File: src/rtl/pit_pkg.sv
// Shared types for the PIT dispatcher: event layout, op encodings and FSM states.
package pit_pkg;

    localparam int ENTRY_W = 11;
    localparam int BLOCK_W = 10;
    localparam int META_W  = 8;
    localparam int SRC_W   = 2;
    localparam int LEN_W   = 6;
    localparam int EVT_W   = ENTRY_W + META_W + 1;
    localparam int ADDR_W  = BLOCK_W + LEN_W;

    localparam logic [SRC_W-1:0] SRC_USER = 2'b01;

    typedef enum logic [1:0] {
        OP_FWD   = 2'd1,
        OP_WRITE = 2'd2,
        OP_READ  = 2'd3
    } op_e;

    typedef enum logic [1:0] {
        ST_IDLE  = 2'd0,
        ST_FWD   = 2'd1,
        ST_WRITE = 2'd2,
        ST_READ  = 2'd3
    } state_e;

    // Field order matches the enqueue concatenation {table_entry, meta_data, interest_packet}.
    typedef struct packed {
        logic               present;
        logic [BLOCK_W-1:0] block;
        logic [SRC_W-1:0]   src;
        logic [LEN_W-1:0]   len;
        logic               interest;
    } evt_t;

    function automatic op_e classify(evt_t e);
        if (e.src != SRC_USER)
            return OP_WRITE;
        else if (e.present)
            return OP_READ;
        else
            return OP_FWD;
    endfunction

endpackage

File: src/rtl/pit_evt_fifo.sv
// Synchronous event queue with a registered head word and full/empty flags.
module pit_evt_fifo #(
    parameter int DEPTH = 4,
    parameter int WIDTH = 20
) (
    input  logic             clk,
    input  logic             rst,
    input  logic             wr_en,
    input  logic [WIDTH-1:0] wr_data,
    input  logic             rd_en,
    output logic [WIDTH-1:0] rd_data,
    output logic             full,
    output logic             empty
);

    localparam int AW = $clog2(DEPTH);
    localparam logic [AW:0] DEPTH_C = (AW+1)'(DEPTH);
    localparam logic [AW:0] ONE_C   = (AW+1)'(1);

    logic [WIDTH-1:0] mem [DEPTH];
    logic [AW-1:0]    wr_ptr;
    logic [AW-1:0]    rd_ptr;
    logic [AW-1:0]    rd_ptr_n;
    logic [AW:0]      count;
    logic             wr_ok;
    logic             rd_ok;
    logic             empty_after_pop;

    assign full  = (count == DEPTH_C);
    assign empty = (count == '0);

    // A write while full is refused even if the head is popped in the same cycle.
    assign wr_ok           = wr_en && !full;
    assign rd_ok           = rd_en && !empty;
    assign rd_ptr_n        = rd_ptr + AW'(rd_ok);
    assign empty_after_pop = empty || (count == ONE_C && rd_ok);

    always_ff @(posedge clk) begin
        if (wr_ok)
            mem[wr_ptr] <= wr_data;
    end

    // rd_data always holds the word at the head of the queue for the next cycle.
    always_ff @(posedge clk or posedge rst) begin
        if (rst) begin
            wr_ptr  <= '0;
            rd_ptr  <= '0;
            count   <= '0;
            rd_data <= '0;
        end else begin
            if (wr_ok)
                wr_ptr <= wr_ptr + AW'(1);
            rd_ptr <= rd_ptr_n;
            case ({wr_ok, rd_ok})
                2'b10:   count <= count + ONE_C;
                2'b01:   count <= count - ONE_C;
                default: count <= count;
            endcase
            if (wr_ok && empty_after_pop)
                rd_data <= wr_data;
            else
                rd_data <= mem[rd_ptr_n];
        end
    end

endmodule

File: src/rtl/pit_dispatch.sv
// PIT event dispatcher: queues lookup results and drives FIB forwards or payload bursts.
// Optional statistics counters are built when PIT_DISPATCH_STATS_EN is defined.
//
// state    | meaning
// ST_IDLE  | wait for a queued event; pop and classify it on exit
// ST_FWD   | hold interest forward toward the FIB until fib_ready
// ST_WRITE | store payload beats (mem_we=1), then READ if an interest is pending
// ST_READ  | read payload beats toward SPI, spi_sof on beat 0
module pit_dispatch
    import pit_pkg::*;
#(
    parameter int FIFO_DEPTH = 4
) (
    input  logic        clk,
    input  logic        rst,
    input  logic        pit_in_bit,
    input  logic [10:0] table_entry,
    input  logic [7:0]  meta_data,
    input  logic        interest_packet,
    input  logic        rejected,
    output logic        fib_valid,
    input  logic        fib_ready,
    output logic [9:0]  fib_addr,
    output logic        mem_en,
    output logic        mem_we,
    output logic [15:0] mem_addr,
    output logic        spi_sof,
    output logic        q_full,
    output logic        drop,
    output logic [15:0] reject_cnt,
    output logic [15:0] drop_cnt
);

    localparam logic [LEN_W-1:0] BEAT_ONE = LEN_W'(1);

    state_e           state_q, state_d;
    evt_t             cur_q, cur_d;
    evt_t             in_evt;
    evt_t             head;
    logic [LEN_W-1:0] beat_q, beat_d;
    logic             pop;
    logic             empty;
    logic             drop_evt;
    logic             last_beat;
    logic             no_beats;

    assign in_evt   = {table_entry, meta_data, interest_packet};
    assign drop_evt = pit_in_bit && q_full;

    pit_evt_fifo #(
        .DEPTH (FIFO_DEPTH),
        .WIDTH (EVT_W)
    ) u_fifo (
        .clk     (clk),
        .rst     (rst),
        .wr_en   (pit_in_bit),
        .wr_data (in_evt),
        .rd_en   (pop),
        .rd_data (head),
        .full    (q_full),
        .empty   (empty)
    );

    always_ff @(posedge clk or posedge rst) begin
        if (rst) begin
            state_q <= ST_IDLE;
            cur_q   <= '0;
            beat_q  <= '0;
            drop    <= 1'b0;
        end else begin
            state_q <= state_d;
            cur_q   <= cur_d;
            beat_q  <= beat_d;
            drop    <= drop_evt;
        end
    end

    assign no_beats  = (cur_q.len == '0);
    assign last_beat = (beat_q == cur_q.len - BEAT_ONE);

    always_comb begin
        state_d   = state_q;
        cur_d     = cur_q;
        beat_d    = beat_q;
        pop       = 1'b0;
        fib_valid = 1'b0;
        fib_addr  = '0;
        mem_en    = 1'b0;
        mem_we    = 1'b0;
        mem_addr  = '0;
        spi_sof   = 1'b0;

        case (state_q)
            ST_IDLE: begin
                if (!empty) begin
                    pop    = 1'b1;
                    cur_d  = head;
                    beat_d = '0;
                    case (classify(head))
                        OP_FWD:  state_d = ST_FWD;
                        OP_READ: state_d = ST_READ;
                        default: state_d = ST_WRITE;
                    endcase
                end
            end

            ST_FWD: begin
                fib_valid = 1'b1;
                fib_addr  = cur_q.block;
                if (fib_ready)
                    state_d = ST_IDLE;
            end

            ST_WRITE: begin
                if (!no_beats) begin
                    mem_en   = 1'b1;
                    mem_we   = 1'b1;
                    mem_addr = {cur_q.block, beat_q};
                end
                if (no_beats || last_beat) begin
                    beat_d  = '0;
                    state_d = cur_q.interest ? ST_READ : ST_IDLE;
                end else begin
                    beat_d = beat_q + BEAT_ONE;
                end
            end

            ST_READ: begin
                if (!no_beats) begin
                    mem_en   = 1'b1;
                    mem_addr = {cur_q.block, beat_q};
                    spi_sof  = (beat_q == '0);
                end
                if (no_beats || last_beat) begin
                    beat_d  = '0;
                    state_d = ST_IDLE;
                end else begin
                    beat_d = beat_q + BEAT_ONE;
                end
            end

            default: state_d = ST_IDLE;
        endcase
    end

`ifdef PIT_DISPATCH_STATS_EN
    always_ff @(posedge clk or posedge rst) begin
        if (rst) begin
            reject_cnt <= '0;
            drop_cnt   <= '0;
        end else begin
            if (rejected && reject_cnt != 16'hFFFF)
                reject_cnt <= reject_cnt + 16'd1;
            if (drop_evt && drop_cnt != 16'hFFFF)
                drop_cnt <= drop_cnt + 16'd1;
        end
    end
`else
    logic unused_rejected;
    assign unused_rejected = rejected;
    assign reject_cnt      = '0;
    assign drop_cnt        = '0;
`endif

endmodule

File: config.mk
export PLATFORM = sky130hd
export DESIGN_NAME = pit_dispatch
export DESIGN_NICKNAME = d
export VERILOG_FILES = /design/src/rtl/pit_pkg.sv /design/src/rtl/pit_evt_fifo.sv /design/src/rtl/pit_dispatch.sv
export SDC_FILE = /design/constraint.sdc
export NUM_CORES = 1
export LEC_CHECK = 0
export BUFFER_PORTS_ARGS = -buffer_cell sky130_fd_sc_hd__buf_2
export CORE_UTILIZATION = 40
export CTS_CLUSTER_DIAMETER = 80
export DETAILED_ROUTE_END_ITERATION = 16
export SYNTH_ARGS = -nofsm -noshare
export SYNTH_HDL_FRONTEND = slang
export SYNTH_HIERARCHICAL = 1
export SYNTH_SLANG_ARGS = --single-unit
File: constraint.sdc
create_clock -name clk -period 3.2 [get_ports clk]
set_input_delay 0.64 -clock clk [delete_from_list [all_inputs] [get_ports clk]]
set_output_delay 0.64 -clock clk [all_outputs]
set_load 0.05 [all_outputs]
==> flow_metrics.py <==
metrics = {
    "power": {
        "power_density_nw_per_um2": 1140,
        "leakage_nw": 2.73,
        "vdd_drop_max_mv": 0.503,
    },
    "sta": {
        "period_minus_slack_ns": 2.91,
        "slew_headroom_pct": 28.8,
        "finalHoldViolations": 0,
        "rsz0062_at_grt": "false",
        "slew_viol_final": 0,
        "skew_ns": 0.00560,
        "finalSetupTns_ns": 0,
        "worst_hold_slack_ns": 0.301,
        "finalSetupViolations": 0,
        "fmax_ghz": 0.344,
        "period_share_pct": 90.9,
        "worst_pin_slew_ns": 1.07,
    },
    "critical_path": {
        "worstPathArrival_ns": 2.27,
        "cp_max_fo": 15,
        "r2r_end": "u_fifo/rd_data[17]",
        "path_cells": "or3_4 -> o21ai_0 -> inv_1 -> and2_1 -> buf_2",
        "cp-end-kind": "output pin",
        "cpMaxStageDelayCell": "dfrtp_1",
        "cp_data_required_time_ns": 2.56,
        "critPathKind": "register to output pin",
        "startpoint_type": "register",
        "rr_startpoint": "u_fifo/count[0]",
        "r2r_cells": 9,
        "r2r_slack_ns": 0.42,
        "critPathMaxStageDelay_ns": 0.44,
    },
    "run_status": {
        "status": "finished, final reports clean",
    },
    "drt": {
        "vias": 3162,
        "final_antenna_net_count": 0,
        "routed_via_density": 4.88,
        "drtIter0Drc": 208,
        "wl_per_cell_um": 16.4,
        "totalWireLength_mm": 10.7,
        "drc": 0,
        "dr.pass1.iters": 4,
    },
    "die": {
        "die_x_um": 123,
        "rows": 43,
        "io_pins": 89,
        "die_h_um": 123,
        "die_area_um2": 15200,
        "core-area_um2": 14100,
        "start_util_pct": 41.6,
    },
    "synth": {
        "ys_ff_latch": 133,
        "seq_area_frac_synth_pct": 63.5,
        "synthArstFlopShare_pct": 39.8,
        "synth_top_family_by_area": "multiplexers",
        "avgSynthCellArea_um2": 15.2,
        "synthAdderAreaFrac_pct": 2.77,
        "synth_warnings": 6,
        "netlist_area_um2": 5870,
        "synthCells": 386,
        "synth_cell_types": 41,
        "muxShareOfSynthArea_pct": 14.6,
        "synth_compound_area_share_pct": 3.58,
        "yosys.area_share.simple_pct": 7.08,
        "synthXorXnorAreaFrac_pct": 1.79,
        "synth_edf_count": 80,
        "synthFlopType": "edfxtp_1",
    },
    "clocking": {
        "cts_root_buffer": "clkbuf_16",
        "htree_levels": 4,
        "cts_setup_buffers": 0,
        "clk_pin_slew_worst_paths_ns": 0.06,
        "numCtsBuffers": 17,
        "cts_buffer_depth": 2,
        "cts_sinks": 133,
        "cts_tree": "yes",
        "cts_hold_buf": 0,
        "insertion_delay_ns": 0.41,
        "cts-resized-gates": 0,
    },
    "place": {
        "placed_area_um2": 6270,
        "port_buffers": 55,
        "dpl.hpwl_mm": 6.76,
        "place_congestion": 0.789,
    },
    "layout": {
        "syn2layout_area_growth_pct": 16.8,
        "n_fill_cell": 1230,
        "drive_gt1_share_pct": 34.2,
        "antenna_cells": 0,
        "final_area_um2": 6850,
        "fin_nets": 493,
        "most-common-layout-cells": "edfxtp_1, buf_2, dfrtp_1",
        "layout_commonest_cell": "edfxtp_1",
    },
    "global_route": {
        "grt_pass1_vias": 3113,
        "grt_usage_pct": 15.6,
        "grt_pass1_wl_mm": 16.9,
        "grt-ovfl-total": 0,
        "antenna_found_initial": 0,
        "grt_start_max_net_pins": 28,
    },
    "worst_hold_path": {
        "hold_class": "input port to asynchronous set/reset pin",
    },
    "flow_run": {
        "drv_cap": 0,
    },
}
-- where the power goes --
part	switching [mW]	total (mW)	internal (mW)	leakage, nW
sequential	0.299	2.70	2.40	1.37
clock	0.717	1.86	1.15	0.277
combinational	1.86	3.23	1.36	1.09
total	2.88	7.79	4.91	2.73
-- critical path, delay by kind of cell (launching register included) --
kind / cells / cell delay [ns]
DFF: 1 / 0.44
AOI/OAI and AO/OA: 1 / 0.24
and+or+nand+nor: 2 / 0.68
buffers and inverters: 2 / 0.50
-- synth_stat cells (2+ instances only) --
cell type | count | area share (%)
o21ai_0 | 13 | 1.1
and2_1 | 29 | 3.1
edfxtp_1 | 80 | 41
clkbuf_1 | 6 | 0.38
nor2b_1 | 4 | 0.43
buf_4 | 34 | 4.3
ha_1 | 13 | 2.8
a21oi_1 | 3 | 0.26
mux2_2 | 34 | 6.5
nand2_1 | 16 | 1.0
o21ai_2 | 2 | 0.30
o211ai_1 | 3 | 0.38
mux4_2 | 20 | 7.7
xnor2_1 | 9 | 1.3
dfrtp_1 | 53 | 23
nor2_1 | 12 | 0.77
nor4_1 | 2 | 0.21
xor2_1 | 3 | 0.45
nand3_1 | 4 | 0.34
nor3_1 | 5 | 0.43
buf_6 | 2 | 0.38
inv_1 | 16 | 1.0
buf_2 | 5 | 0.43
-- layer usage --
metal,global-route usage (%),wire length (um),share of wire [%]
met5,0,0,0
met1,20.8,4940,46
met4,5.65,127,1.2
met3,4.98,454,4.3
met2,24.0,5140,48
-- through the flow --
step / cells / util [%] / setup WS, ns / power, mW
final: 648 / 48.6 / 0.291 / 7.79
after global routing: 648 / 48.6 / 0.121 / 8.28
after CTS: 648 / 48.6 / 0.231 / 7.91
after detailed placement: 616 / 44.5 / 0.385 / 6.01
after global placement: 616 / 44.5 / 0.451 / 5.94
after floorplan: 417 / - / 0.338 / 5.28
-- worst max path at each step --
stage               startpoint            endpoint  slack [ns]  depth (start not counted)
4_1_cts               cur_q[3]        mem_addr[12]        0.23                          5
2_1_floorplan  u_fifo/count[0]  u_fifo/rd_data[10]        0.34                         11
6_report              cur_q[3]        mem_addr[12]        0.29                          5
5_1_grt               cur_q[1]        mem_addr[14]        0.12                          7
3_5_place_dp   u_fifo/count[0]  u_fifo/rd_data[17]        0.38                          9
3_3_place_gp   u_fifo/count[0]  u_fifo/rd_data[17]        0.45                          9
-- final cells by class --
class / instances / area, um2 / area share (%)
clock buffer: 17 / 425 / 6.21
clock inverter: 15 / 154 / 2.25
inverter: 16 / 60.1 / 0.876
multi-input combinational: 221 / 1890 / 27.6
sequential: 133 / 3730 / 54.4
tap: 180 / 225 / 3.29
timing repair buffer: 66 / 370 / 5.40
-- sequential cells by signal, indices dropped and copies added, names as in the netlist --
name	count
cur_q	17
u_fifo/mem	80
u_fifo/wr_ptr	2
beat_q	6
u_fifo/rd_data	20
state_q	2
drop	1
u_fifo/rd_ptr	2
u_fifo/count	3
-- cells by family (layout without fill, tap and decap cells) --
logic type,Yosys count,count (layout)
multiplexers,56,56
buffers and inverters,63,114
flip-flops,133,133
other,1,32
AND/OR/NAND/NOR,78,78
AO/OA/AOI/OAI,30,30
XOR/XNOR,12,12
adder cells (fa/ha/maj),13,13
No activity file was read; power rests on OpenSTA's default activity.
